**src/rtl/forthsuper_pkg.sv**
```systemverilog
// Shared types and character constants for the line loader.
package forthsuper;

  typedef enum logic [1:0] {ACC, TRM, RUN} loader_sts;
  typedef enum logic [1:0] {PRT, EDT, EOL, IGN} ch_cls_t;

  localparam logic [7:0] CH_BS  = 8'h08;
  localparam logic [7:0] CH_DEL = 8'h7F;
  localparam logic [7:0] CH_TAB = 8'h09;
  localparam logic [7:0] CH_CR  = 8'h0D;
  localparam logic [7:0] CH_LF  = 8'h0A;
  localparam logic [7:0] CH_SPC = 8'h20;

  function automatic ch_cls_t ch_class(input logic [7:0] b);
    ch_cls_t c;
    if ((b >= CH_SPC && b <= 8'h7E) || b == CH_TAB) c = PRT;
    else if (b == CH_BS || b == CH_DEL)             c = EDT;
    else if (b == CH_CR || b == CH_LF)              c = EOL;
    else                                            c = IGN;
    return c;
  endfunction

endpackage

```
**src/rtl/mb8_io.sv**
```systemverilog
// Write port of the 8-bit memory block.
interface mb8_io #(
  parameter int unsigned ASZ = 17,
  parameter int unsigned MSZ = 8
);
  logic           we;
  logic [ASZ-1:0] ai;
  logic [MSZ-1:0] vi;

  modport master (output we, ai, vi);
  modport slave  (input  we, ai, vi);
endinterface

```
**src/rtl/tib_loader.sv**
```systemverilog
// Assembles one edited input line into the TIB, terminates it with 0x00 and holds go
// until the interpreter signals done. Printable writes are same-cycle; rx_rdy=0 outside ACC.
module tib_loader
  import forthsuper::*;
#(
  parameter int unsigned TIB    = 'h0,
  parameter int unsigned TIB_SZ = 80,
  parameter int unsigned MSZ    = 8,
  parameter int unsigned ASZ    = 17
) (
  input  logic           clk,
  input  logic           rst,
  input  logic           rx_vld,
  input  logic [MSZ-1:0] rx_dat,
  output logic           rx_rdy,
  mb8_io.master          mb_if,
  input  logic           done,
  output logic           go,
  output logic [7:0]     len,
  output logic           ovf
);

  localparam int unsigned CW = $clog2(TIB_SZ + 1);

  if (TIB_SZ > 255) begin : g_bad_sz
    $error("tib_loader: TIB_SZ must not exceed 255");
  end
  if ((longint'(TIB) + longint'(TIB_SZ)) >= (longint'(1) << ASZ)) begin : g_bad_addr
    $error("tib_loader: TIB+TIB_SZ does not fit in ASZ address bits");
  end
  if (MSZ != 8) begin : g_bad_msz
    $error("tib_loader: MSZ must be 8");
  end

  loader_sts      st_q, st_d;
  logic [CW-1:0]  cnt_q, cnt_d;
  logic           ovf_q, ovf_d;

  ch_cls_t        cls;
  logic           accept;
  logic           full;
  logic [ASZ-1:0] wr_addr;
  logic           we_c;
  logic [ASZ-1:0] ai_c;
  logic [MSZ-1:0] vi_c;

  assign cls     = ch_class(rx_dat[7:0]);
  assign accept  = rx_vld && (st_q == ACC);
  assign full    = (cnt_q == CW'(TIB_SZ));
  assign wr_addr = ASZ'(TIB) + ASZ'(cnt_q);

  always_ff @(posedge clk or negedge rst) begin
    if (!rst) begin
      st_q  <= ACC;
      cnt_q <= '0;
      ovf_q <= 1'b0;
    end else begin
      st_q  <= st_d;
      cnt_q <= cnt_d;
      ovf_q <= ovf_d;
    end
  end

  always_comb begin
    st_d  = st_q;
    cnt_d = cnt_q;
    ovf_d = ovf_q;
    case (st_q)
      ACC: begin
        if (accept) begin
          case (cls)
            PRT: begin
              if (full) ovf_d = 1'b1;
              else      cnt_d = cnt_q + CW'(1);
            end
            EDT: if (cnt_q != '0) cnt_d = cnt_q - CW'(1);
            // Empty lines never terminate, which also swallows the LF of a CRLF pair.
            EOL: if (cnt_q != '0) st_d = TRM;
            default: ;
          endcase
        end
      end
      TRM: st_d = RUN;
      RUN: begin
        if (done) begin
          st_d  = ACC;
          cnt_d = '0;
          ovf_d = 1'b0;
        end
      end
      default: st_d = ACC;
    endcase
  end

  always_comb begin
    rx_rdy = 1'b0;
    go     = 1'b0;
    we_c   = 1'b0;
    ai_c   = '0;
    vi_c   = '0;
    case (st_q)
      ACC: begin
        rx_rdy = 1'b1;
        if (accept && cls == PRT && !full) begin
          we_c = 1'b1;
          ai_c = wr_addr;
          vi_c = (rx_dat[7:0] == CH_TAB) ? MSZ'(CH_SPC) : rx_dat;
        end
      end
      TRM: begin
        we_c = 1'b1;
        ai_c = wr_addr;
      end
      RUN: go = 1'b1;
      default: ;
    endcase
  end

  assign mb_if.we = we_c;
  assign mb_if.ai = ai_c;
  assign mb_if.vi = vi_c;
  assign len      = 8'(cnt_q);
  assign ovf      = ovf_q;

endmodule
```
**src/flat_wrapper.sv**
```systemverilog
// flat-port wrapper written by rule: the top's interface ports become plain ports
module tib_loader_flat import forthsuper::*;
#(
  parameter int unsigned TIB    = 'h0,
  parameter int unsigned TIB_SZ = 80,
  parameter int unsigned MSZ    = 8,
  parameter int unsigned ASZ    = 17
)
  (clk, rst, rx_vld, rx_dat, rx_rdy, done, go, len, ovf, mb_if_we, mb_if_ai, mb_if_vi);
  mb8_io #(.ASZ(ASZ), .MSZ(MSZ)) mb_if_i ();
  input  logic clk;
  input  logic rst;
  input  logic rx_vld;
  input  logic [MSZ-1:0] rx_dat;
  output logic rx_rdy;
  input  logic done;
  output logic go;
  output logic [7:0] len;
  output logic ovf;
  output wire logic [$bits(mb_if_i.we)-1:0] mb_if_we;
  output wire logic [$bits(mb_if_i.ai)-1:0] mb_if_ai;
  output wire logic [$bits(mb_if_i.vi)-1:0] mb_if_vi;
  assign mb_if_we = mb_if_i.we;
  assign mb_if_ai = mb_if_i.ai;
  assign mb_if_vi = mb_if_i.vi;
  tib_loader #(.TIB(TIB), .TIB_SZ(TIB_SZ), .MSZ(MSZ), .ASZ(ASZ)) u_core (.clk(clk), .rst(rst), .rx_vld(rx_vld), .rx_dat(rx_dat), .rx_rdy(rx_rdy), .mb_if(mb_if_i), .done(done), .go(go), .len(len), .ovf(ovf));
endmodule
```
**config.mk**
```make
export PLATFORM = sky130hd
export DESIGN_NAME = tib_loader_flat
export DESIGN_NICKNAME = d
export VERILOG_FILES = /design/src/rtl/forthsuper_pkg.sv /design/src/rtl/mb8_io.sv /design/src/rtl/tib_loader.sv /design/src/flat_wrapper.sv
export SDC_FILE = /design/constraint.sdc
export NUM_CORES = 1
export LEC_CHECK = 0
export CORE_AREA = 2 2 48 59
export CTS_BUF_LIST = sky130_fd_sc_hd__clkbuf_2
export CTS_CLUSTER_DIAMETER = 150
export DETAILED_ROUTE_END_ITERATION = 12
export DIE_AREA = 0 0 50 61
export GPL_ROUTABILITY_DRIVEN = 0
export HOLD_SLACK_MARGIN = 0.03
export MAX_ROUTING_LAYER = met4
export PLACE_DENSITY_LB_ADDON = 0.15
export SYNTH_ARGS = -nofsm -noshare
export SYNTH_HDL_FRONTEND = slang
export SYNTH_SLANG_ARGS = --single-unit
```
**constraint.sdc**
```tcl
create_clock -name clk -period 4.2 [get_ports clk]
set_input_delay 0.63 -clock clk [delete_from_list [all_inputs] [get_ports clk]]
set_output_delay 0.63 -clock clk [all_outputs]
set_load 0.01 [all_outputs]
```
==> impl_metrics.json, run 1 <==
{
  "run_status": "complete, no violations",
  "area_share_of_the_largest_cell_type_after_synthesis_pct": 23.8,
  "synth.ff_latch_count": 10,
  "synth_edf_count": 0,
  "netlist_area_um2": 1050,
  "power_density_over_the_cells_nw_per_um2": 355,
  "final_period_minus_worst_setup_slack_ns": 3.79,
  "timing.critical_path.from_type": "input pin",
  "floorplan.core_area_um2": 2480,
  "synth_top_family_by_area": "simple AND/OR/NAND/NOR gates",
  "layout-area-overhead-vs-synth_pct": 35.3,
  "ys_seq_area_share_pct": 23.8,
  "dieArea_um2": 3050,
  "number_of_buffers_on_the_longest_clock_path": 2,
  "required_ns": 3.57,
  "worst-path-max-fanout": 7,
  "fin_tns_setup_ns": 0,
  "synth_compound_gate_area_share_pct": 13.1,
  "timing_hold_violations_final": 0,
  "synth-adder-area-share_pct": 7.84,
  "layout_common_cells": "36 x sky130_fd_sc_hd__clkdlybuf4s50_1, 16 x sky130_fd_sc_hd__nor2_1, 12 x sky130_fd_sc_hd__conb_1",
  "grt_pass1_wl_mm": 4.34,
  "startpoint": "rx_dat[5]",
  "yosysWarningCount": 0,
  "io_pins": 49,
  "clkSinkCount": 10,
  "final-max-slew-violation-count": 0,
  "syn_area_per_cell_um2": 8.36,
  "hold_path.class": "register to register",
  "place.port_buffers": 36,
  "drt_pre_antenna_iters": 4,
  "routed_wire_length_per_instance_um": 13.6,
  "crit_path_end_kind": "primary output",
  "synth_area_leaders": "sky130_fd_sc_hd__dfrtp_1 24%, sky130_fd_sc_hd__buf_4 8.6%, sky130_fd_sc_hd__mux2_2 6.4%",
  "grt_antenna_before_repair": 0,
  "origin_of_the_critical_flop_to_flop_path": "u_core.cnt_q[1]",
  "n_antenna_cell": 0,
  "final_clock_skew_ns": 0.00331,
  "finalCritPeriodShare_pct": 90.1,
  "postSynth.asyncResetShare_pct": 100,
  "antenna_violating_nets_post_route": 0,
  "cts.hold.buffers_added": 0,
  "worstSkewPairLatency_ns": 0.25,
  "cts_max_level": 1,
  "post_drt_via_cell_ratio": 5.15,
  "post_cts.repair.setup_buffers": 0,
  "post_synth_xor_area_fraction_pct": 1.66,
  "cts-resized-gates": 0,
  "die_w_um": 50,
  "detailroute.via_count": 1014,
  "tightestPinTransition_ns": 0.697,
  "number_of_buffers_inserted_during_clock_tree_synthesis": 3,
  "ctsRootBufferMaster": "sky130_fd_sc_hd__clkbuf_2",
  "fmax_ghz": 0.264,
  "fraction_of_final_layout_cells_sized_beyond_drive_strength_1_pct": 8.54,
  "grt_setup_unrepaired": "no",
  "max-vdd-ir-drop_mv": 0.342,
  "total_leakage_power_uw": 0.000634,
  "final_util_pct": 57.5,
  "data_arrival_at_the_endpoint_of_the_critical_path_ns": 3.16,
  "setup_viol": 0,
  "max_capacitance_violation_count": 0,
  "path_class": "input pin to primary output",
  "tritoncts_clock_tree": "done",
  "synth_simple_gate_area_share_pct": 33.5,
  "drt_iter0_markers": 15,
  "place_hpwl_mm": 2.13,
  "yosys-mux-area-fraction_pct": 8.43,
  "main_flop_type_after_synthesis": "sky130_fd_sc_hd__dfrtp_1",
  "ys_types": 41,
  "worst_slew_margin_rel_pct": 53.4,
  "maximum_number_of_pins_on_one_net_before_global_route_repair": 11,
  "design.final.nets": 183,
  "vias_in_the_first_global_route": 929,
  "drt_drc_violations_left": 0,
  "post_synthesis_instance_total": 126,
  "grt_remaining_overflow": 0,
  "grt_usage_pct": 19.3,
  "number_of_cell_rows": 20,
  "die_h_um": 61,
  "route.final.wire_length_mm": 2.68,
  "layout.cells.most_common": "sky130_fd_sc_hd__clkdlybuf4s50_1",
  "hold_path_startpoint": "u_core.ovf",
  "start_util_pct": 42.5,
  "synth_largest_area_cell": "sky130_fd_sc_hd__dfrtp_1",
  "clk_pin_slew_ns": 0.10
}
-- report_power, final --
part	internal, uW	switching [uW]	total (uW)
sequential	124	41.3	165
clock	20.7	33.4	54.1
combinational	157	129	286
-- per-stage QoR --
| stage | worst slack, ns | std cells | total power (uW) | hold WS (ns) | area, um^2 |
|---|---|---|---|---|---|
| after global placement | 0.480 | 193 | 446 | 0.525 | 1410 |
| final | 0.415 | 197 | 505 | 0.555 | 1430 |
| after floorplan | 1.31 | 137 | 330 | 0.334 | 1090 |
| after global routing | 0.188 | 197 | 551 | 0.644 | 1430 |
| after CTS | 0.394 | 197 | 509 | 0.561 | 1430 |
| after detailed placement | 0.394 | 193 | 451 | 0.537 | 1410 |
-- final cells by class --
class,instances,area [um^2]
clock inverter,1,3.75
fill,229,1050
multi-input combinational,107,724
tap,33,41.3
clock buffer,3,15.0
sequential,10,250
inverter,6,22.5
timing repair buffer,37,368
-- layer usage --
| layer | vias to the layer above | global-route usage (%) | part of all wire [%] |
|---|---|---|---|
| li1 | 500 | - | - |
| met1 | 476 | 22.2 | 42 |
| met2 | 36 | 34.4 | 53 |
| met3 | 2 | 3.94 | 4.6 |
| met4 | 0 | 4.76 | 0.37 |
| met5 | - | - | 0 |
-- state kept, by name, indices dropped and copies added (netlist names) --
signal and count:
u_core.cnt_q 7, u_core.st_q 2, u_core.ovf 1
-- worst max-delay path: stages --
cell                              delay, ns
sky130_fd_sc_hd__clkdlybuf4s50_1       0.48
sky130_fd_sc_hd__nor4b_2               0.35
sky130_fd_sc_hd__nor4b_4               0.28
sky130_fd_sc_hd__a21o_1                0.21
sky130_fd_sc_hd__nand2_1               0.07
sky130_fd_sc_hd__nor2_1                0.33
sky130_fd_sc_hd__nor3b_1               0.23
sky130_fd_sc_hd__clkdlybuf4s50_1       0.57
-- kinds of logic (layout without fill, tap and decap cells) --
logic type,after synthesis,in the layout
compound gates,20,20
simple gates,59,59
fa+ha+maj,6,6
flops,10,10
other cells,1,12
xor+xnor,2,2
buf+inv,20,47
mux,8,8
-- cell usage after synthesis (all sizes together), types with 2 or more instances --
cell type  number
and3            2
nand2           7
nor2b           4
nor3b           2
buf            12
a21o            2
a21oi           6
nor4            2
a31oi           4
nor3            4
mux2            7
dfrtp          10
clkbuf          2
nor4b           2
o31ai           2
nor2           16
and4            2
inv             6
nand3           2
and2           10
ha              5
or4             2
-- path summary, 6_finish.rpt --
kind,end,slack (ns),depth (start not counted)
min in group asynchronous,u_core.cnt_q[4],0.69,1
worst max-delay path,mb_if_vi[0],0.41,8
worst max register to register,u_core.cnt_q[5],1.98,6
worst min-delay path,u_core.ovf,0.56,2
worst min register to register,u_core.ovf,0.56,2
max in group asynchronous,u_core.cnt_q[0],3.18,1
No activity file was read; power rests on OpenSTA's default activity.
==> run 2, diff against run 1 <==
- PLACE_DENSITY: unset -> 0.83
- PLACE_DENSITY_LB_ADDON: 0.15 -> unset
==> run 2 against run 1 <==
Compared with the run above:
- fmax is 1.6% lower
- routed wire length decreased by 0.93%
- cell count decreased by 0.51%
- clock-buffer cell count did not move
- register-to-register slack about the same
- cell area is 0.53% lower
- hold slack improved by 0.015 ns
- global-route usage fell by 0.84 points
- first-iteration DRC count grew 27%
- largest cell class unchanged
- highest routed layer unchanged
==> impl_metrics.json, run 2 (synthesis results as in run 1) <==
{
  "start_util_pct": 42.5,
  "io_pins": 49,
  "die_h_um": 61,
  "place_hpwl_mm": 2.07,
  "max-vdd-ir-drop_mv": 0.300,
  "finalCritPeriodShare_pct": 91.6,
  "post_drt_via_cell_ratio": 5.28,
  "timing.critical_path.from_type": "input pin",
  "power_density_over_the_cells_nw_per_um2": 355,
  "n_antenna_cell": 0,
  "worstPathCellList": "clkdlybuf4s50_1 -> nor4b_2 -> nor4b_4 -> a21o_1 -> a31oi_1 -> nor2_1 -> and2_1 -> clkdlybuf4s50_1",
  "cts-resized-gates": 0,
  "clkSinkCount": 10,
  "cp.buffers_inverters": 2,
  "setup_viol": 0,
  "number_of_buffers_inserted_during_clock_tree_synthesis": 3,
  "number_of_cell_rows": 20,
  "grt_remaining_overflow": 0,
  "layout-area-overhead-vs-synth_pct": 34.6,
  "final-max-slew-violation-count": 0,
  "total_leakage_power_uw": 0.000629,
  "largest_reg_flops": 7,
  "worstSkewPairLatency_ns": 0.26,
  "path_class": "input pin to primary output",
  "crit_path_end_kind": "primary output",
  "final_util_pct": 57.2,
  "maximum_number_of_pins_on_one_net_before_global_route_repair": 11,
  "path_delay_family": "simple AND/OR/NAND/NOR gates",
  "detailroute.via_count": 1035,
  "final_period_minus_worst_setup_slack_ns": 3.85,
  "vias_in_the_first_global_route": 998,
  "cts_max_level": 1,
  "die_w_um": 50,
  "clk_pin_slew_ns": 0.11,
  "number_of_buffers_on_the_longest_clock_path": 2,
  "tritoncts_clock_tree": "done",
  "cpMaxStageDelayCell": "sky130_fd_sc_hd__clkdlybuf4s50_1",
  "post_cts.repair.setup_buffers": 0,
  "crit_path_frequent_cell": "sky130_fd_sc_hd__clkdlybuf4s50_1",
  "fin_tns_setup_ns": 0,
  "final_clock_skew_ns": 0.00172,
  "grt_pass1_wl_mm": 4.28,
  "required_ns": 3.57,
  "design.final.nets": 182,
  "largest-register": "u_core.cnt_q",
  "grt_usage_pct": 18.5,
  "route.final.wire_length_mm": 2.65,
  "final_area_um2": 1420,
  "layout.cells.most_common": "sky130_fd_sc_hd__clkdlybuf4s50_1",
  "fraction_of_final_layout_cells_sized_beyond_drive_strength_1_pct": 7.98,
  "tightestPinTransition_ns": 0.659,
  "floorplan.core_area_um2": 2480,
  "drt_drc_violations_left": 0,
  "cts.hold.buffers_added": 0,
  "hold_path.class": "register to register",
  "max_capacitance_violation_count": 0,
  "dieArea_um2": 3050,
  "worst-path-max-fanout": 6,
  "drt_pre_antenna_iters": 4,
  "data_arrival_at_the_endpoint_of_the_critical_path_ns": 3.22,
  "place.port_buffers": 36,
  "worst_slew_margin_rel_pct": 55.9,
  "multi_input_area_um2": 724,
  "n_fill_cell": 219,
  "ctsRootBufferMaster": "sky130_fd_sc_hd__clkbuf_2",
  "drt_iter0_markers": 19,
  "crit_path_max_incr_delay_ns": 0.54,
  "fmax_ghz": 0.260,
  "postPlaceCellArea_um2": 1400,
  "run_status": "complete, no violations",
  "grt_antenna_before_repair": 0,
  "grt_setup_unrepaired": "no",
  "routed_wire_length_per_instance_um": 13.5,
  "final-seq-area_um2": 250,
  "timing_hold_violations_final": 0,
  "layout_common_cells": "36 x sky130_fd_sc_hd__clkdlybuf4s50_1, 16 x sky130_fd_sc_hd__nor2_1, 12 x sky130_fd_sc_hd__conb_1",
  "worst_hold_slack_ns": 0.571,
  "antenna_violating_nets_post_route": 0
}
run 2: cell count changes in the layout (fill, tap and decap cells not counted), sizes merged:
cell,delta
buf,-1
run 2: per-stage QoR:
| step | total power, uW | std cells | setup slack, ns |
|---|---|---|---|
| floorplan | 330 | 137 | 1.31 |
| global placement | 441 | 192 | 0.496 |
| detailed placement | 448 | 192 | 0.390 |
| CTS | 506 | 196 | 0.377 |
| global route | 545 | 196 | 0.165 |
| finish | 503 | 196 | 0.352 |
run 2: tightest hold or removal path: stages, from the launching register on:
cell	delay [ns]
sky130_fd_sc_hd__dfrtp_1	0.37
sky130_fd_sc_hd__a31oi_1	0.06
sky130_fd_sc_hd__a21oi_1	0.10
run 2: where the power goes:
part | internal, uW | total (uW) | switching (uW)
Sequential | 124 | 165 | 40.9
Clock | 20.7 | 57.1 | 36.4
Combinational | 156 | 282 | 126
Total | 300 | 503 | 203
run 2: final cells by class:
type / count / area share [%]
flip-flops and latches: 10 / 17.7
clock buffers: 3 / 1.06
inverters: 6 / 1.59
well taps: 33 / 2.91
multi-input cells: 107 / 51.1
repair buffers: 36 / 25.4
clock inverters: 1 / 0.265
run 2: worst paths after layout:
kind                              endpoint  cells after the start             from  slack, ns
max                            mb_if_ai[5]                      8        rx_dat[5]       0.35
min                             u_core.ovf                      2       u_core.ovf       0.57
max reg2reg                u_core.cnt_q[5]                      6  u_core.cnt_q[1]       1.97
min reg2reg                     u_core.ovf                      2       u_core.ovf       0.57
max in group asynchronous  u_core.cnt_q[5]                      1              rst       3.18
min in group asynchronous  u_core.cnt_q[2]                      1              rst       0.69
run 2: per-layer routing:
metal | GRT usage, % | vias up | routed length (um)
met3 | 2.71 | 4 | 189
met1 | 19.1 | 486 | 1070
met2 | 34.8 | 45 | 1360
met4 | 7.94 | 0 | 26
met5 | - | - | 0
li1 | - | 500 | -
==> run 3, diff against run 2 <==
- ABC_AREA: unset -> 1
- CORE_AREA: 2 2 48 59 -> 2 2 61 74
- DIE_AREA: 0 0 50 61 -> 0 0 63 76
- PLACE_DENSITY: 0.83 -> 0.59
- SETUP_SLACK_MARGIN: unset -> 0.4
==> run 3 against run 2 <==
Compared with the run above:
- via count grew 17%
- cell count grew 41%
- clock skew grew 0.011 ns
- flip-flop and latch count is the same
- sequential power shrank 5%
- sequential share of layout area shrank 1.8 points
- clock power shrank 4.6%
- largest cell class unchanged
- register-to-register slack gained 0.54 ns
==> impl_metrics.json, run 3 <==
{
  "die_h_um": 76,
  "synth_area_leaders": "sky130_fd_sc_hd__dfrtp_1 21%, sky130_fd_sc_hd__nand2_1 13%, sky130_fd_sc_hd__nor2_1 10%",
  "post_drt_via_cell_ratio": 4.37,
  "path_class": "input pin to primary output",
  "yosysWarningCount": 0,
  "io_pins": 49,
  "tritoncts_clock_tree": "done",
  "timing_hold_violations_final": 0,
  "layout-area-overhead-vs-synth_pct": 34.0,
  "hold_path_end": "u_core.ovf",
  "timing.critical_path.from_type": "input pin",
  "place_hpwl_mm": 2.46,
  "hold_path.class": "register to register",
  "setup_viol": 0,
  "worstSkewPairLatency_ns": 0.26,
  "synth_largest_area_cell": "sky130_fd_sc_hd__dfrtp_1",
  "combPwrFrac_pct": 57.5,
  "internal-power_uw": 274,
  "n_fill_cell": 464,
  "reg2reg_setup_slack_ns": 2.51,
  "synth.ff_latch_count": 10,
  "cts-resized-gates": 0,
  "synth_edf_count": 0,
  "worstPathCellList": "clkdlybuf4s50_1 -> nor2_2 -> nand2_2 -> inv_2 -> nand3_1 -> nand2_2 -> nand4_4 -> nand2_1 -> inv_2 -> nor2_1 -> clkdlybuf4s50_1",
  "hold_depth": 2,
  "fmax_ghz": 0.307,
  "sw_frac_of_total_pct": 45.0,
  "clkSinkCount": 10,
  "post-synth-top-count-cell": "sky130_fd_sc_hd__nand2_1",
  "crit_path_max_incr_delay_ns": 0.56,
  "power_density_over_the_cells_nw_per_um2": 316,
  "main_flop_type_after_synthesis": "sky130_fd_sc_hd__dfrtp_1",
  "netlist_area_um2": 1180,
  "crit_path_end_kind": "primary output",
  "syn_area_per_cell_um2": 6.47,
  "largest_reg_flops": 7,
  "drt_iter0_markers": 35,
  "largest-register": "u_core.cnt_q",
  "layout.cells.most_common": "sky130_fd_sc_hd__nand2_1",
  "number_of_cell_rows": 26,
  "ys_types": 30,
  "die_w_um": 63,
  "p_switching_uw": 224,
  "place.port_buffers": 36,
  "antenna_violating_nets_post_route": 0,
  "vias_in_the_first_global_route": 1126,
  "ctsRootBufferMaster": "sky130_fd_sc_hd__clkbuf_2",
  "worst-path-max-fanout": 8,
  "grt_remaining_overflow": 0,
  "final-max-slew-violation-count": 0,
  "final-seq-area_um2": 250,
  "cts.hold.buffers_added": 0,
  "dp_worst_setup_slack_ns": 0.966,
  "floorplan.core_area_um2": 4130,
  "n_antenna_cell": 0,
  "layout_common_cells": "42 x sky130_fd_sc_hd__nand2_1, 36 x sky130_fd_sc_hd__clkdlybuf4s50_1, 32 x sky130_fd_sc_hd__nor2_1",
  "total_leakage_power_uw": 0.000787,
  "grt_usage_pct": 13.5,
  "seq_power_share_pct": 31.6,
  "detailroute.via_count": 1210,
  "grt_antenna_before_repair": 0,
  "drt_drc_violations_left": 0,
  "number_of_buffers_inserted_during_clock_tree_synthesis": 3,
  "origin_of_the_critical_flop_to_flop_path": "u_core.cnt_q[0]",
  "post-route-worst-setup-slack_ns": 0.945,
  "ys_seq_area_share_pct": 21.3,
  "multi_input_area_um2": 774,
  "number_of_buffers_on_the_longest_clock_path": 2,
  "routed_wire_length_per_instance_um": 10.7,
  "post_cts.repair.setup_buffers": 0,
  "drt_pre_antenna_iters": 4,
  "synth.top_cells.by_count": "42 x sky130_fd_sc_hd__nand2_1, 32 x sky130_fd_sc_hd__nor2_1, 19 x sky130_fd_sc_hd__inv_1, 12 x sky130_fd_sc_hd__buf_4, 10 x sky130_fd_sc_hd__dfrtp_1",
  "maximum_number_of_pins_on_one_net_before_global_route_repair": 11,
  "critical_path.reg2reg.endpoint": "u_core.cnt_q[6]",
  "data_arrival_at_the_endpoint_of_the_critical_path_ns": 2.63,
  "post_synthesis_instance_total": 182,
  "grt_setup_unrepaired": "no",
  "hold_path_startpoint": "u_core.ovf",
  "run_status": "complete, no violations",
  "area_share_of_the_largest_cell_type_after_synthesis_pct": 21.3,
  "worst_hold_slack_ns": 0.505,
  "start_util_pct": 28.5,
  "max-vdd-ir-drop_mv": 0.242,
  "clk_pin_slew_ns": 0.11,
  "final_period_minus_worst_setup_slack_ns": 3.26,
  "power.share.clock_pct": 10.9,
  "dieArea_um2": 4790,
  "max_capacitance_violation_count": 0,
  "fin_tns_setup_ns": 0,
  "design.final.nets": 240,
  "postSynth.asyncResetShare_pct": 100,
  "finalCritPeriodShare_pct": 77.5,
  "cts_max_level": 1,
  "required_ns": 3.57,
  "grt_pass1_wl_mm": 5.19,
  "final_clock_skew_ns": 0.0127,
  "fraction_of_final_layout_cells_sized_beyond_drive_strength_1_pct": 12.7,
  "ff2ff_path_depth": 10,
  "route.final.wire_length_mm": 2.97,
  "cpMaxStageDelayCell": "sky130_fd_sc_hd__clkdlybuf4s50_1"
}
## run 3: cell types whose count changed in the layout (fill, tap and decap cells not counted), sizes merged, moves of 4 or more
cell and delta:
o21ai +9, nand2 +42, and2 -10, nand3 +7, a31oi -4, inv +21, nand4 +4, nor2b -4
mux2 -7, nor2 +22
## run 3: worst max-delay path, delay by kind of cell
family,cells,cell delay (ns)
and+or+nand+nor,7,0.84
buffers and inverters,4,1.16
## run 3: logic make-up after synthesis
group                    after synthesis  share of synthesized area, %
other                                  1                         0.319
AO/OA/AOI/OAI                         16                          7.76
flip-flops                            10                          21.3
buffers and inverters                 39                          16.5
adder cells (fa/ha/maj)                6                          7.01
XOR/XNOR                               3                          2.23
AND/OR/NAND/NOR                      107                          45.0
## run 3: metrics by stage
step / instances / cell area (um^2) / utilization [%] / total power, uW
2_1_floorplan: 193 / 1220 / - / 329
6_report: 277 / 1580 / 38.2 / 498
5_1_grt: 277 / 1580 / 38.2 / 543
4_1_cts: 277 / 1580 / 38.2 / 501
3_5_place_dp: 273 / 1560 / 37.7 / 446
3_3_place_gp: 273 / 1560 / 37.7 / 447
## run 3: area by class of cell
| cell class | instances | area share, % |
|---|---|---|
| clock buffer | 3 | 0.952 |
| timing repair buffer | 36 | 22.8 |
| clock inverter | 1 | 0.238 |
| tap | 56 | 4.44 |
| multi-input combinational | 144 | 49.1 |
| sequential | 10 | 15.9 |
| inverter | 27 | 6.58 |
## run 3: worst max path at each step
| stage | start | end | cells after the start |
|---|---|---|---|
| floorplan | rx_dat[4] | mb_if_ai[0] | 9 |
| global placement | rx_dat[5] | mb_if_ai[3] | 11 |
| detailed placement | rx_dat[5] | mb_if_ai[3] | 11 |
| CTS | rx_dat[5] | mb_if_ai[3] | 11 |
| global route | rx_dat[5] | mb_if_ai[3] | 11 |
| finish | rx_dat[5] | mb_if_ai[3] | 11 |
## run 3: per-layer routing
layer / up-vias / GRT usage [%] / share of wire [%]
li1: 626 / - / -
met1: 537 / 16.7 / 45
met2: 45 / 22.4 / 48
met3: 2 / 3.69 / 6.6
met4: 0 / 2.00 / 0.40
met5: - / - / 0
## run 3: power groups by stage
stage               sequential, uW  combinational [uW]  clock (uW)
floorplan                      159                 169           0
global placement               160                 286           0
detailed placement             160                 286           0
CTS                            158                 288        54.7
global route                   162                 320        61.2
finish                         157                 286        54.5
